--- config.mk ---
export PLATFORM = sky130hd
export DESIGN_NAME = sram_access_ctrl
export DESIGN_NICKNAME = d
export VERILOG_FILES = /design/src/rtl/sram_ctrl_pkg.sv /design/src/rtl/sram_wait_cnt.sv /design/src/rtl/sram_access_ctrl.sv
export SDC_FILE = /design/constraint.sdc
export NUM_CORES = 1
export LEC_CHECK = 0
export BUFFER_PORTS_ARGS = -buffer_cell sky130_fd_sc_hd__clkbuf_2
export CORE_MARGIN = 10
export CORE_UTILIZATION = 47
export DETAILED_ROUTE_END_ITERATION = 7
export PLACE_DENSITY = 0.85
export RECOVER_POWER = 50
export SYNTH_ARGS = -nofsm -noshare
export SYNTH_HDL_FRONTEND = slang
export SYNTH_SLANG_ARGS = --single-unit
--- constraint.sdc ---
create_clock -name Clk -period 2.9 [get_ports Clk]
set_input_delay 0.29 -clock Clk [delete_from_list [all_inputs] [get_ports Clk]]
set_output_delay 0.29 -clock Clk [all_outputs]
set_load 0.1 [all_outputs]
--- src/rtl/sram_ctrl_pkg.sv ---
// sram_ctrl_pkg: shared types and default timing for the async SRAM access controller.
package sram_ctrl_pkg;
    localparam int DEF_ADDR_W   = 20;
    localparam int DEF_DATA_W   = 16;
    localparam int DEF_RD_WAIT  = 2;
    localparam int DEF_WR_PULSE = 2;

    typedef logic [DEF_DATA_W-1:0] word_t;

    typedef enum logic [2:0] {
        S_IDLE,
        S_RD_WAIT,
        S_RD_CAP,
        S_WR_SETUP,
        S_WR_PULSE,
        S_WR_HOLD,
        S_DONE
    } sram_state_t;
endpackage

--- src/rtl/sram_wait_cnt.sv ---
// sram_wait_cnt: loadable down-counter with a zero flag, timing both read waits and write pulses.
module sram_wait_cnt #(
    parameter int W = 2
) (
    input  logic         clk,
    input  logic         rst_n,
    input  logic         load,
    input  logic [W-1:0] value,
    output logic         zero
);
    logic [W-1:0] cnt;

    always_ff @(posedge clk) begin
        if (!rst_n)
            cnt <= '0;
        else if (load)
            cnt <= value;
        else if (cnt != '0)
            cnt <= cnt - 1'b1;
    end

    assign zero = cnt == '0;
endmodule

--- src/rtl/sram_access_ctrl.sv ---
// sram_access_ctrl: sequencer-facing async SRAM controller with wait states and a Done pulse.
// Define SRAM_STATS_EN to build the saturating read/write access counters.
module sram_access_ctrl
    import sram_ctrl_pkg::*;
#(
    parameter int ADDR_W   = DEF_ADDR_W,
    parameter int DATA_W   = DEF_DATA_W,
    parameter int RD_WAIT  = DEF_RD_WAIT,
    parameter int WR_PULSE = DEF_WR_PULSE
) (
    input  logic              Clk,
    input  logic              Reset,
    input  logic              Mem_OE,
    input  logic              Mem_WE,
    input  logic [15:0]       MAR,
    input  logic [DATA_W-1:0] MDR,
    output logic [DATA_W-1:0] Data_to_CPU,
    output logic              Done,
    output logic              Busy,
    output logic [ADDR_W-1:0] SRAM_ADDR,
    output logic              SRAM_CE_N,
    output logic              SRAM_OE_N,
    output logic              SRAM_WE_N,
    output logic              SRAM_UB_N,
    output logic              SRAM_LB_N,
    input  logic [DATA_W-1:0] SRAM_DQ_I,
    output logic [DATA_W-1:0] SRAM_DQ_O,
    output logic              SRAM_DQ_OE,
    output logic [15:0]       Rd_Count,
    output logic [15:0]       Wr_Count
);
    localparam int MAXW = RD_WAIT > WR_PULSE ? RD_WAIT : WR_PULSE;
    localparam int CW   = $clog2(MAXW + 1);

    sram_state_t state, next;
    logic armed, req, accept, load, zero, rd_ph, wr_ph;
    logic [CW-1:0] load_val;

    assign req    = Mem_OE | Mem_WE;
    assign accept = state == S_IDLE && armed && req;

    sram_wait_cnt #(.W(CW)) u_wait (
        .clk  (Clk),
        .rst_n(Reset),
        .load (load),
        .value(load_val),
        .zero (zero)
    );

    // The counter is loaded with N-1 so the wait state lasts exactly N cycles.
    always_comb begin
        next     = state;
        load     = 1'b0;
        load_val = CW'(RD_WAIT - 1);
        case (state)
            S_IDLE: begin
                next = accept ? (Mem_WE ? S_WR_SETUP : S_RD_WAIT) : S_IDLE;
                load = accept && !Mem_WE;
            end
            S_RD_WAIT:  next = zero ? S_RD_CAP : S_RD_WAIT;
            S_RD_CAP:   next = S_DONE;
            S_WR_SETUP: begin
                next     = S_WR_PULSE;
                load     = 1'b1;
                load_val = CW'(WR_PULSE - 1);
            end
            S_WR_PULSE: next = zero ? S_WR_HOLD : S_WR_PULSE;
            S_WR_HOLD:  next = S_DONE;
            default:    next = S_IDLE;
        endcase
    end

    always_ff @(posedge Clk) begin
        if (!Reset) begin
            state       <= S_IDLE;
            armed       <= 1'b1;
            SRAM_ADDR   <= '0;
            SRAM_DQ_O   <= '0;
            Data_to_CPU <= '0;
        end else begin
            state <= next;
            if (accept) begin
                armed     <= 1'b0;
                SRAM_ADDR <= ADDR_W'(MAR);
                SRAM_DQ_O <= MDR;
            end else if (!req)
                armed <= 1'b1;
            if (state == S_RD_CAP)
                Data_to_CPU <= SRAM_DQ_I;
        end
    end

    // OE_N stays low through the capture cycle so the data is still driven when sampled.
    assign rd_ph      = state == S_RD_WAIT || state == S_RD_CAP;
    assign wr_ph      = state == S_WR_SETUP || state == S_WR_PULSE || state == S_WR_HOLD;
    assign SRAM_CE_N  = !(rd_ph || wr_ph);
    assign SRAM_OE_N  = !rd_ph;
    assign SRAM_WE_N  = state != S_WR_PULSE;
    assign SRAM_UB_N  = SRAM_CE_N;
    assign SRAM_LB_N  = SRAM_CE_N;
    assign SRAM_DQ_OE = wr_ph;
    assign Done       = state == S_DONE;
    assign Busy       = state != S_IDLE;

`ifdef SRAM_STATS_EN
    logic        is_wr;
    logic [15:0] rd_cnt, wr_cnt;

    always_ff @(posedge Clk) begin
        if (!Reset) begin
            is_wr  <= 1'b0;
            rd_cnt <= '0;
            wr_cnt <= '0;
        end else begin
            if (accept)
                is_wr <= Mem_WE;
            if (state == S_DONE && is_wr && wr_cnt != 16'hFFFF)
                wr_cnt <= wr_cnt + 16'd1;
            if (state == S_DONE && !is_wr && rd_cnt != 16'hFFFF)
                rd_cnt <= rd_cnt + 16'd1;
        end
    end

    assign Rd_Count = rd_cnt;
    assign Wr_Count = wr_cnt;
`else
    assign Rd_Count = '0;
    assign Wr_Count = '0;
`endif
endmodule
==> summary.md, run 1 <==
| Metric | Value |
|---|---|
| Outcome | `completed` |
| Core Region | `5170 sq um` |
| Critical path endpoint category | `primary output` |
| RSZ-0062 raised after global routing | `no` |
| Seq/Total Area, Yosys | `42.5%` |
| Gate Count Post-Synth | `294` |
| Chip Width | `93.6 um` |
| Yosys reg bits | `54` |
| Layout cells sized above 1 | `19.9%` |
| Area share of the leading cell type in the synthesized netlist | `42.5%` |
| Number of CTS-inserted buffers | `5` |
| Bufs on Longest Clock Path | `2` |
| Slew Limit Fails | `0` |
| Post-DP HPWL | `4880 um` |
| DR pass1 iterations | `4` |
| Initial antenna violation count | `0` |
| Setup TNS | `0 ns` |
| Fmax | `0.473 GHz` |
| Synth warnings | `0` |
| First-pass GRT wire length | `9370 um` |
| Total track usage | `13.0%` |
| Drt drc | `0` |
| Setup Fix Bufs, Post-CTS | `0` |
| Crit Path Class | `reg -> out` |
| Drt total wl | `6140 um` |
| Worst-Margin Slew | `1.20 ns` |
| Worst-path clk slew | `0.10 ns` |
| Number of diodes | `0` |
| Slew margin rel. | `20.2%` |
| Async SR Flop Fraction | `0%` |
| CP arrival | `1.82 ns` |
| Worst-path fanout max | `13` |
| Number of port buffers | `107` |
| Total number of vias | `2057` |
| Vias in the first global route | `2011` |
| Post-cts sizing count | `0` |
| Cell with the most instances after synthesis | `nand2_1` |
| I/O Pins | `144` |
| Final hold violations | `0` |
| Commonest cells post-synth | `99 x nand2_1, 54 x dfxtp_1, 39 x buf_4` |
| CTS tree | `done` |
| Startpoint Class | `register` |
| Antenna viol nets, final | `0` |
| # hold bufs at CTS | `0` |
| Largest net degree at the start of global routing | `37` |
| Hold WC Path Type | `in -> reg` |
| Die area | `8760 sq um` |
| Max Clock Skew | `0.00722 ns` |
| Tmin final | `2.11 ns` |
| Layout area overhead | `17.2%` |
| Drt wl/cell | `13.3 um` |
| Final setup vio count | `0` |
| Htree depth | `2` |
| Post-synth top flop | `dfxtp_1` |
| DR iter-0 viols | `74` |
| Worst-Skew Late Latency | `0.31 ns` |
| Total gr overflow | `0` |
| Initial core utilization | `49.2%` |
| Vias/cell | `4.46` |
| Final worst-path cycle share | `72.8%` |
| Die H | `93.6 um` |
| Cell taking the most area after synthesis | `dfxtp_1` |
| Netlist Area Pre-Place | `2550 sq um` |
| RePlAce Congestion | `0.784` |
| Unique masters post-synth | `33` |
| EDFF count, synth | `0` |
| Worst Path Required | `2.61 ns` |
| Std-Cell Rows | `26` |
| Max-cap violations | `0` |
| Final #Nets | `444` |
| Root Buffer | `clkbuf_8` |
| Largest cells by area after synthesis | `dfxtp_1 42%, nand2_1 15%, mux2i_1 13%, buf_4 11%, a21boi_0 4.7%` |
| TritonCTS Sinks | `54` |
| Synth Area per Inst | `8.66 sq um` |
through the flow:
stage               instances  cell area [sq um]  setup slack [ns]  hold WS, ns  util (%)
floorplan                 329               2690            0.0969        0.425         -
global placement          453               2950              1.19        0.441      57.1
detailed placement        453               2950              1.13        0.450      57.1
CTS                       461               3050             0.779        0.188      58.9
global route              461               2980             0.701        0.187      57.7
finish                    461               2980             0.788        0.196      57.7
final timing paths:
kind | endpoint | start | slack (ns) | cells after the start
worst max-delay path | SRAM_CE_N | state[2] | 0.79 | 4
worst min-delay path | SRAM_ADDR[15] | MAR[15] | 0.20 | 3
worst max register to register | SRAM_ADDR[2] | state[1] | 0.86 | 4
worst min register to register | SRAM_DQ_O[0] | SRAM_DQ_O[0] | 0.46 | 2
registers in the layout, summed over array words and instances (netlist names):
name and count:
armed 1, u_wait.cnt 2, state 3, Data_to_CPU 16, SRAM_ADDR 16, SRAM_DQ_O 16
placed cells by master (no fill, tap or decap), drive strengths merged:
cell      netlist  final
a21boi         17     17
a21o            1      1
a21oi           4      4
a31oi           1      1
and2            1      1
and3            1      1
buf            46      2
clkbuf         10    114
clkinv          0      1
clkinvlp        0      1
conb            1     36
dfxtp          54     54
ha              2      2
inv             4      4
mux2i          32     32
nand2          99     99
nand2b          2      2
nand3b          1      1
nor2            1      1
nor2b           1      1
nor3            1      1
nor3b           1      1
nor4            1      1
nor4b           1      1
o211ai          1      1
o21ai           3      3
o31a            1      1
or3             2      2
or3b            2      2
or4             1      1
xor2            2      2
final cells by class:
cell class / instances / area (sq um)
multi-input combinational: 215 / 1210
inverter: 4 / 15.0
timing repair buffer: 110 / 495
fill: 519 / 2190
clock inverter: 2 / 12.5
clock buffer: 6 / 82.6
tap: 70 / 87.6
sequential: 54 / 1080
layer usage:
layer	share of wire [%]	up-vias	wire (um)	track usage (%)
li1	-	1058	-	-
met5	0	-	0	0
met4	1.4	0	88	5.32
met3	13	6	793	6.71
met2	50	81	3100	23.7
met1	35	912	2160	12.0
logic make-up after synthesis:
group | count (synthesis) | synth area share [%]
and+or+nand+nor | 115 | 19.9
buffers and inverters | 60 | 15.7
DFF | 54 | 42.5
muxes | 32 | 12.6
AOI/OAI and AO/OA | 28 | 7.57
adders and majority gates | 2 | 0.983
xor gates and xnor gates | 2 | 0.688
other | 1 | 0.147
critical path: stages, from the launching register on:
cell and delay [ns]:
dfxtp_1 0.60, nand3b_1 0.21, o21ai_2 0.08, a21oi_2 0.14
clkbuf_2 0.48
Power of run 1 is left out: the tool's default activity adds up to more than one toggle a clock period on the data nets, which glitch-free logic cannot reach.
==> run 2, diff against run 1 <==
ABC_AREA = 1   (was unset)
CORE_UTILIZATION = 42   (was 47)
PLACE_DENSITY = 0.79   (was 0.85)
clock period = 2.1 ns   (was 2.9 ns; I/O delays follow)
==> summary.md, run 2 <==
| Metric | Value |
|---|---|
| Final #Nets | `459 (was 444)` |
| Dpl ws | `0.323 ns (was 1.13 ns)` |
| Number of port buffers | `107 (unchanged)` |
| Core Region | `5240 sq um (was 5170 sq um)` |
| Chip Width | `94.2 um (was 93.6 um)` |
| Total gr overflow | `0 (unchanged)` |
| Crit Path Class | `reg -> out (unchanged)` |
| Largest family of logic cells by synthesized area | `simple AND/OR/NAND/NOR gates (unchanged)` |
| Root Buffer | `clkbuf_8 (unchanged)` |
| Fin util | `55.1% (was 57.7%)` |
| Slew Limit Fails | `0 (unchanged)` |
| Slew margin rel. | `19.8% (was 20.2%)` |
| Drt drc | `0 (unchanged)` |
| Simple-Gate Fraction of Synth Area | `21.1% (was 19.9%)` |
| Cell taking the most area after synthesis | `dfxtp_1 (unchanged)` |
| Commonest cells post-synth | `100 x nor2_1, 54 x dfxtp_1, 41 x buf_4, 41 x o21ai_0, 12 x nand2_1 (was 99 x nand2_1, 54 x dfxtp_1, 39 x buf_4)` |
| Initial antenna violation count | `0 (unchanged)` |
| Most frequent cells in the layout | `100 x nor2_1, 55 x clkbuf_2, 51 x dfxtp_1, 48 x clkbuf_1, 41 x o21ai_0 (was 99 x nand2_1, 60 x clkbuf_2, 54 x dfxtp_1, 48 x clkbuf_1, 36 x conb_1)` |
| Async SR Flop Fraction | `0% (unchanged)` |
| Vias in the first global route | `2091 (was 2011)` |
| Multiplexer share of the synthesized area | `0% (was 12.6%)` |
| Die H | `94.2 um (was 93.6 um)` |
| Setup ws final | `0.143 ns (was 0.788 ns)` |
| Number of CTS-inserted buffers | `5 (unchanged)` |
| Std-Cell Rows | `26 (unchanged)` |
| Vias/cell | `4.49 (was 4.46)` |
| Die area | `8880 sq um (was 8760 sq um)` |
| Yosys reg bits | `54 (unchanged)` |
| Synth Area in Compound Gates | `12.1% (was 7.57%)` |
| CP arrival | `1.75 ns (was 1.82 ns)` |
| Final setup vio count | `0 (unchanged)` |
| DR pass1 iterations | `4 (unchanged)` |
| RePlAce Congestion | `0.733 (was 0.784)` |
| Layout area overhead | `24.6% (was 17.2%)` |
| Post-DP HPWL | `4880 um (about the same)` |
| Max-cap violations | `0 (unchanged)` |
| Bufs on Longest Clock Path | `2 (unchanged)` |
| Registers with the most flip-flops | `Data_to_CPU: 16 flops, SRAM_ADDR: 16 flops, SRAM_DQ_O: 16 flops (unchanged)` |
| I/O Pins | `144 (unchanged)` |
| TritonCTS Sinks | `54 (unchanged)` |
| Synth Area in Adders | `1.08% (was 0.983%)` |
| RSZ-0062 raised after global routing | `no (unchanged)` |
| Worst Path Required | `1.89 ns (was 2.61 ns)` |
| Unique masters post-synth | `22 (was 33)` |
| Layout cells sized above 1 | `21.7% (was 19.9%)` |
| Synth warnings | `0 (unchanged)` |
| Worst-Skew Late Latency | `0.30 ns (was 0.31 ns)` |
| Most common cell after layout, fill and taps aside | `nor2_1 (was nand2_1)` |
| Antenna viol nets, final | `0 (unchanged)` |
| Final hold violations | `0 (unchanged)` |
| First-pass GRT wire length | `9870 um (was 9370 um)` |
| Critical path endpoint category | `primary output (unchanged)` |
| Max Clock Skew | `0.00746 ns (was 0.00722 ns)` |
| Worst-path clk slew | `0.09 ns (was 0.10 ns)` |
| Final worst-path cycle share | `93.2%` |
| Largest cells by area after synthesis | `dfxtp_1 47%, nor2_1 16%, buf_4 13%, o21ai_0 8.9%, o21ai_1 1.9% (was dfxtp_1 42%, nand2_1 15%, mux2i_1 13%, buf_4 11%, a21boi_0 4.7%)` |
| # hold bufs at CTS | `0 (unchanged)` |
| Synth Area in XOR/XNOR | `0.378% (was 0.688%)` |
| Drt wl/cell | `13.4 um (was 13.3 um)` |
| Cell with the most instances after synthesis | `nor2_1 (was nand2_1)` |
| Startpoint Class | `register (unchanged)` |
| Netlist Area Pre-Place | `2310 sq um (was 2550 sq um)` |
| CTS tree | `done (unchanged)` |
| Number of diodes | `0 (unchanged)` |
| Synth Area per Inst | `7.72 sq um (was 8.66 sq um)` |
| Outcome | `completed (unchanged)` |
| Worst-path fanout max | `5 (was 13)` |
| Fmax | `0.511 GHz` |
| EDFF count, synth | `0 (unchanged)` |
| Htree depth | `2 (unchanged)` |
| Total number of vias | `2135 (was 2057)` |
| Largest net degree at the start of global routing | `54 (was 37)` |
| Drt total wl | `6380 um (was 6140 um)` |
| Gate Count Post-Synth | `300 (was 294)` |
| Initial core utilization | `44.2% (was 49.2%)` |
| Area share of the leading cell type in the synthesized netlist | `46.7% (was 42.5%)` |
| Total track usage | `13.5% (was 13.0%)` |
| Post-synth top flop | `dfxtp_1 (unchanged)` |
| DR iter-0 viols | `68 (was 74)` |
| Worst-Margin Slew | `1.21 ns (was 1.20 ns)` |
| Seq/Total Area, Yosys | `46.7% (was 42.5%)` |
| Hold WC Path Type | `in -> reg (unchanged)` |
| Tmin final | `1.96 ns` |
-- run 2: cell count changes after synthesis, moves of 3 or more --
| cell | change |
|---|---|
| nor2_1 | +99 |
| nand3_1 | +3 |
| mux2i_1 | -32 |
| o21ai_1 | +9 |
| buf_2 | -3 |
| o21ai_0 | +38 |
| nand2_1 | -87 |
| inv_1 | +7 |
| a21boi_0 | -16 |
| clkbuf_1 | -4 |
-- run 2: final cells by class --
cell class	count	area, sq um
inverters	13	52.6
fillers	561	2350
flip-flops and latches	54	1090
clock inverters	2	10.0
repair buffers	115	608
clock buffers	5	68.8
multi-input cells	216	966
well taps	70	87.6
-- run 2: cells by family after synthesis --
group / after synthesis
buf+inv: 65
other cells: 1
compound gates: 55
xor+xnor: 1
simple gates: 122
fa+ha+maj: 2
flops: 54
-- run 2: stage by stage --
step	hold slack [ns]	TNS, ns	cells	cell area, sq um
after global placement	0.432	0	464	2850
final	0.131	0	475	2890
after global routing	0.126	0	475	2890
after detailed placement	0.439	0	464	2850
after floorplan	0.342	-2.61	335	2530
after CTS	0.122	0	471	2930
-- run 2: metal layers --
layer  routed length [um]  vias to the layer above  global-route usage (%)  share of wire (%)
met4                   35                        0                    3.04               0.55
met1                 2320                      959                    14.3                 36
met3                  944                        4                    8.71                 15
li1                     -                     1075                       -                  -
met2                 3080                       97                    22.0                 48
met5                    0                        -                       0                  0
-- run 2: worst paths after layout --
check,startpoint,to,slack (ns),cells after the start
min reg2reg,armed,armed,0.47,2
max,state[2],SRAM_CE_N,0.14,8
min,MAR[7],SRAM_ADDR[7],0.13,3
max reg2reg,state[0],SRAM_ADDR[5],0.48,6
-- run 2: what timing repair did --
item	4_1_cts	5_1_grt
endpoints found under the setup margin	3	3
pin swaps	1	1
setup buffers	0	4
resized for setup	0	1
-- run 2: worst max-delay path: stages, from the launching register on --
cell and delay, ns:
dfxtp_4 0.37, buf_4 0.15, nand2_8 0.06, nand2_2 0.05, a21oi_2 0.15, clkinvlp_4 0.13
nor3_4 0.19, buf_4 0.17, buf_12 0.17
Power of run 2 is left out for the same reason.
==> run 3, diff against run 2 <==
ABC_AREA = unset   (was 1)
CORE_UTILIZATION = 44   (was 42)
PLACE_DENSITY = 0.8   (was 0.79)
RECOVER_POWER = 25   (was 50)
==> summary.md, run 3 (synthesized netlist as in run 1, its figures left out) <==
| Metric | Value |
|---|---|
| Chip Width | `96.1 um (was 94.2 um)` |
| Slowest cell on the critical path | `dfxtp_1 (was dfxtp_4)` |
| CP bufs+invs | `1 (was 4)` |
| Total track usage | `12.3% (was 13.5%)` |
| Registers with the most flip-flops | `Data_to_CPU: 16 flops, SRAM_ADDR: 16 flops, SRAM_DQ_O: 16 flops (unchanged)` |
| DR iter-0 viols | `52 (was 68)` |
| Layout cells sized above 1 | `27.0% (was 21.7%)` |
| Fmax | `0.507 GHz (was 0.511 GHz)` |
| Fin Hold WS | `0.125 ns (was 0.131 ns)` |
| Number of port buffers | `107 (unchanged)` |
| Die H | `96.1 um (was 94.2 um)` |
| Outcome | `completed (unchanged)` |
| Number of CTS-inserted buffers | `5 (unchanged)` |
| Root Buffer | `clkbuf_8 (unchanged)` |
| Final worst-path cycle share | `93.9% (was 93.2%)` |
| Final hold violations | `0 (unchanged)` |
| Most common cell after layout, fill and taps aside | `nand2_1 (was nor2_1)` |
| Final #Nets | `446 (was 459)` |
| Max-cap violations | `0 (unchanged)` |
| Final setup vio count | `0 (unchanged)` |
| RR Startpoint | `state[1] (was state[0])` |
| CTS tree | `done (unchanged)` |
| Total number of vias | `2058 (was 2135)` |
| Tmin final | `1.97 ns (was 1.96 ns)` |
| Max Clock Skew | `0.00788 ns (was 0.00746 ns)` |
| I/O Pins | `144 (unchanged)` |
| Drt total wl | `6190 um (was 6380 um)` |
| Crit Path Class | `reg -> out (unchanged)` |
| Die area | `9230 sq um (was 8880 sq um)` |
| Setup TNS | `0 ns (unchanged)` |
| Vias/cell | `4.44 (was 4.49)` |
| Initial antenna violation count | `0 (unchanged)` |
| First-pass GRT wire length | `9170 um (was 9870 um)` |
| Hold WC Path Type | `in -> reg (unchanged)` |
| Footprint of the multi-input gates | `1230 sq um (was 966 sq um)` |
| CP Cell Sequence | `xor2_1, a21oi_4, clkbuf_2 (was buf_4, nand2_8, nand2_2, a21oi_2, clkinvlp_4, nor3_4, buf_4, buf_12)` |
| Worst-path fanout max | `11 (was 5)` |
| Slew margin rel. | `19.9% (was 19.8%)` |
| Layout area overhead | `21.9% (was 24.6%)` |
| Worst-Skew Late Latency | `0.30 ns (about the same)` |
| Final Non-Filler Cells | `464 (was 475)` |
| Initial core utilization | `45.7% (was 44.2%)` |
| RePlAce Congestion | `0.725 (was 0.733)` |
| Core Region | `5570 sq um (was 5240 sq um)` |
| Drt drc | `0 (unchanged)` |
| Worst-path clk slew | `0.09 ns (about the same)` |
| Largest net degree at the start of global routing | `39 (was 54)` |
| Vias in the first global route | `1993 (was 2091)` |
| Post-DP HPWL | `4930 um (was 4880 um)` |
| Inst Count DP | `457 (was 464)` |
| Critical Path Max Stage Delay | `0.58 ns (was 0.37 ns)` |
| Crit path from | `state[1] (was state[2])` |
| Hold Startpoint | `SRAM_DQ_I[5] (was MAR[7])` |
| Worst-Margin Slew | `1.21 ns (about the same)` |
| Filler cells | `549 (was 561)` |
| Htree depth | `2 (unchanged)` |
| CP arrival | `1.76 ns (was 1.75 ns)` |
| DR pass1 iterations | `4 (unchanged)` |
| RSZ-0062 raised after global routing | `no (unchanged)` |
| TritonCTS Sinks | `54 (unchanged)` |
| Worst Path Required | `1.89 ns (about the same)` |
| CP top delay family | `flip-flops (was buffers and inverters)` |
| Antenna viol nets, final | `0 (unchanged)` |
| Most frequent cells in the layout | `99 x nand2_1, 83 x clkbuf_2, 52 x dfxtp_1, 36 x conb_1, 32 x mux2i_1 (was 100 x nor2_1, 55 x clkbuf_2, 51 x dfxtp_1, 48 x clkbuf_1, 41 x o21ai_0)` |
| Critical path endpoint category | `primary output (unchanged)` |
| Total gr overflow | `0 (unchanged)` |
| Drt wl/cell | `13.3 um (was 13.4 um)` |
| Startpoint Class | `register (unchanged)` |
| Std-Cell Rows | `27 (was 26)` |
| Slew Limit Fails | `0 (unchanged)` |
| Sequential Area | `1080 sq um (was 1090 sq um)` |
| Bufs on Longest Clock Path | `2 (unchanged)` |
| Number of diodes | `0 (unchanged)` |
==> run 3: tightest hold or removal path: stages <==
cell and delay, ns:
clkbuf_2 0.08, nand2_1 0.04, a21boi_1 0.05
==> run 3: per-stage QoR <==
| stage | utilization (%) | setup WS (ns) | cell area, sq um |
|---|---|---|---|
| 3_5_place_dp | 54.2 | 0.345 | 3020 |
| 4_1_cts | 56.2 | 0.00144 | 3130 |
| 5_1_grt | 55.7 | 0.0244 | 3100 |
| 2_1_floorplan | - | 0.0312 | 2750 |
| 6_report | 55.7 | 0.128 | 3100 |
| 3_3_place_gp | 54.2 | 0.419 | 3020 |
==> run 3: timing repair <==
action                     in CTS  in global routing
buffers inserted                0                  0
hold buffers                    0                  0
gates resized for setup         0                  1
setup endpoints to repair       0                  5
==> run 3: final timing paths <==
path / end / slack, ns / cells after the start
hold / removal: Data_to_CPU[5] / 0.13 / 3
setup reg to reg: SRAM_ADDR[9] / 0.50 / 4
setup / recovery: SRAM_LB_N / 0.13 / 3
hold reg to reg: SRAM_DQ_O[6] / 0.46 / 2
==> run 3: layout make-up <==
type / count / area share [%]
multi-input combinational: 215 / 39.7
timing repair buffer: 112 / 18.3
sequential: 54 / 34.9
tap: 72 / 2.90
inverter: 4 / 0.605
clock buffer: 6 / 2.66
clock inverter: 1 / 0.967
==> run 3: metal layers <==
metal | track usage [%] | vias up | share of wire, %
met2 | 21.7 | 76 | 51
met3 | 5.14 | 2 | 11
met4 | 3.69 | 0 | 0.58
met1 | 13.1 | 919 | 37
met5 | 0 | - | 0
li1 | - | 1061 | -
Power of run 3 is left out for the same reason.
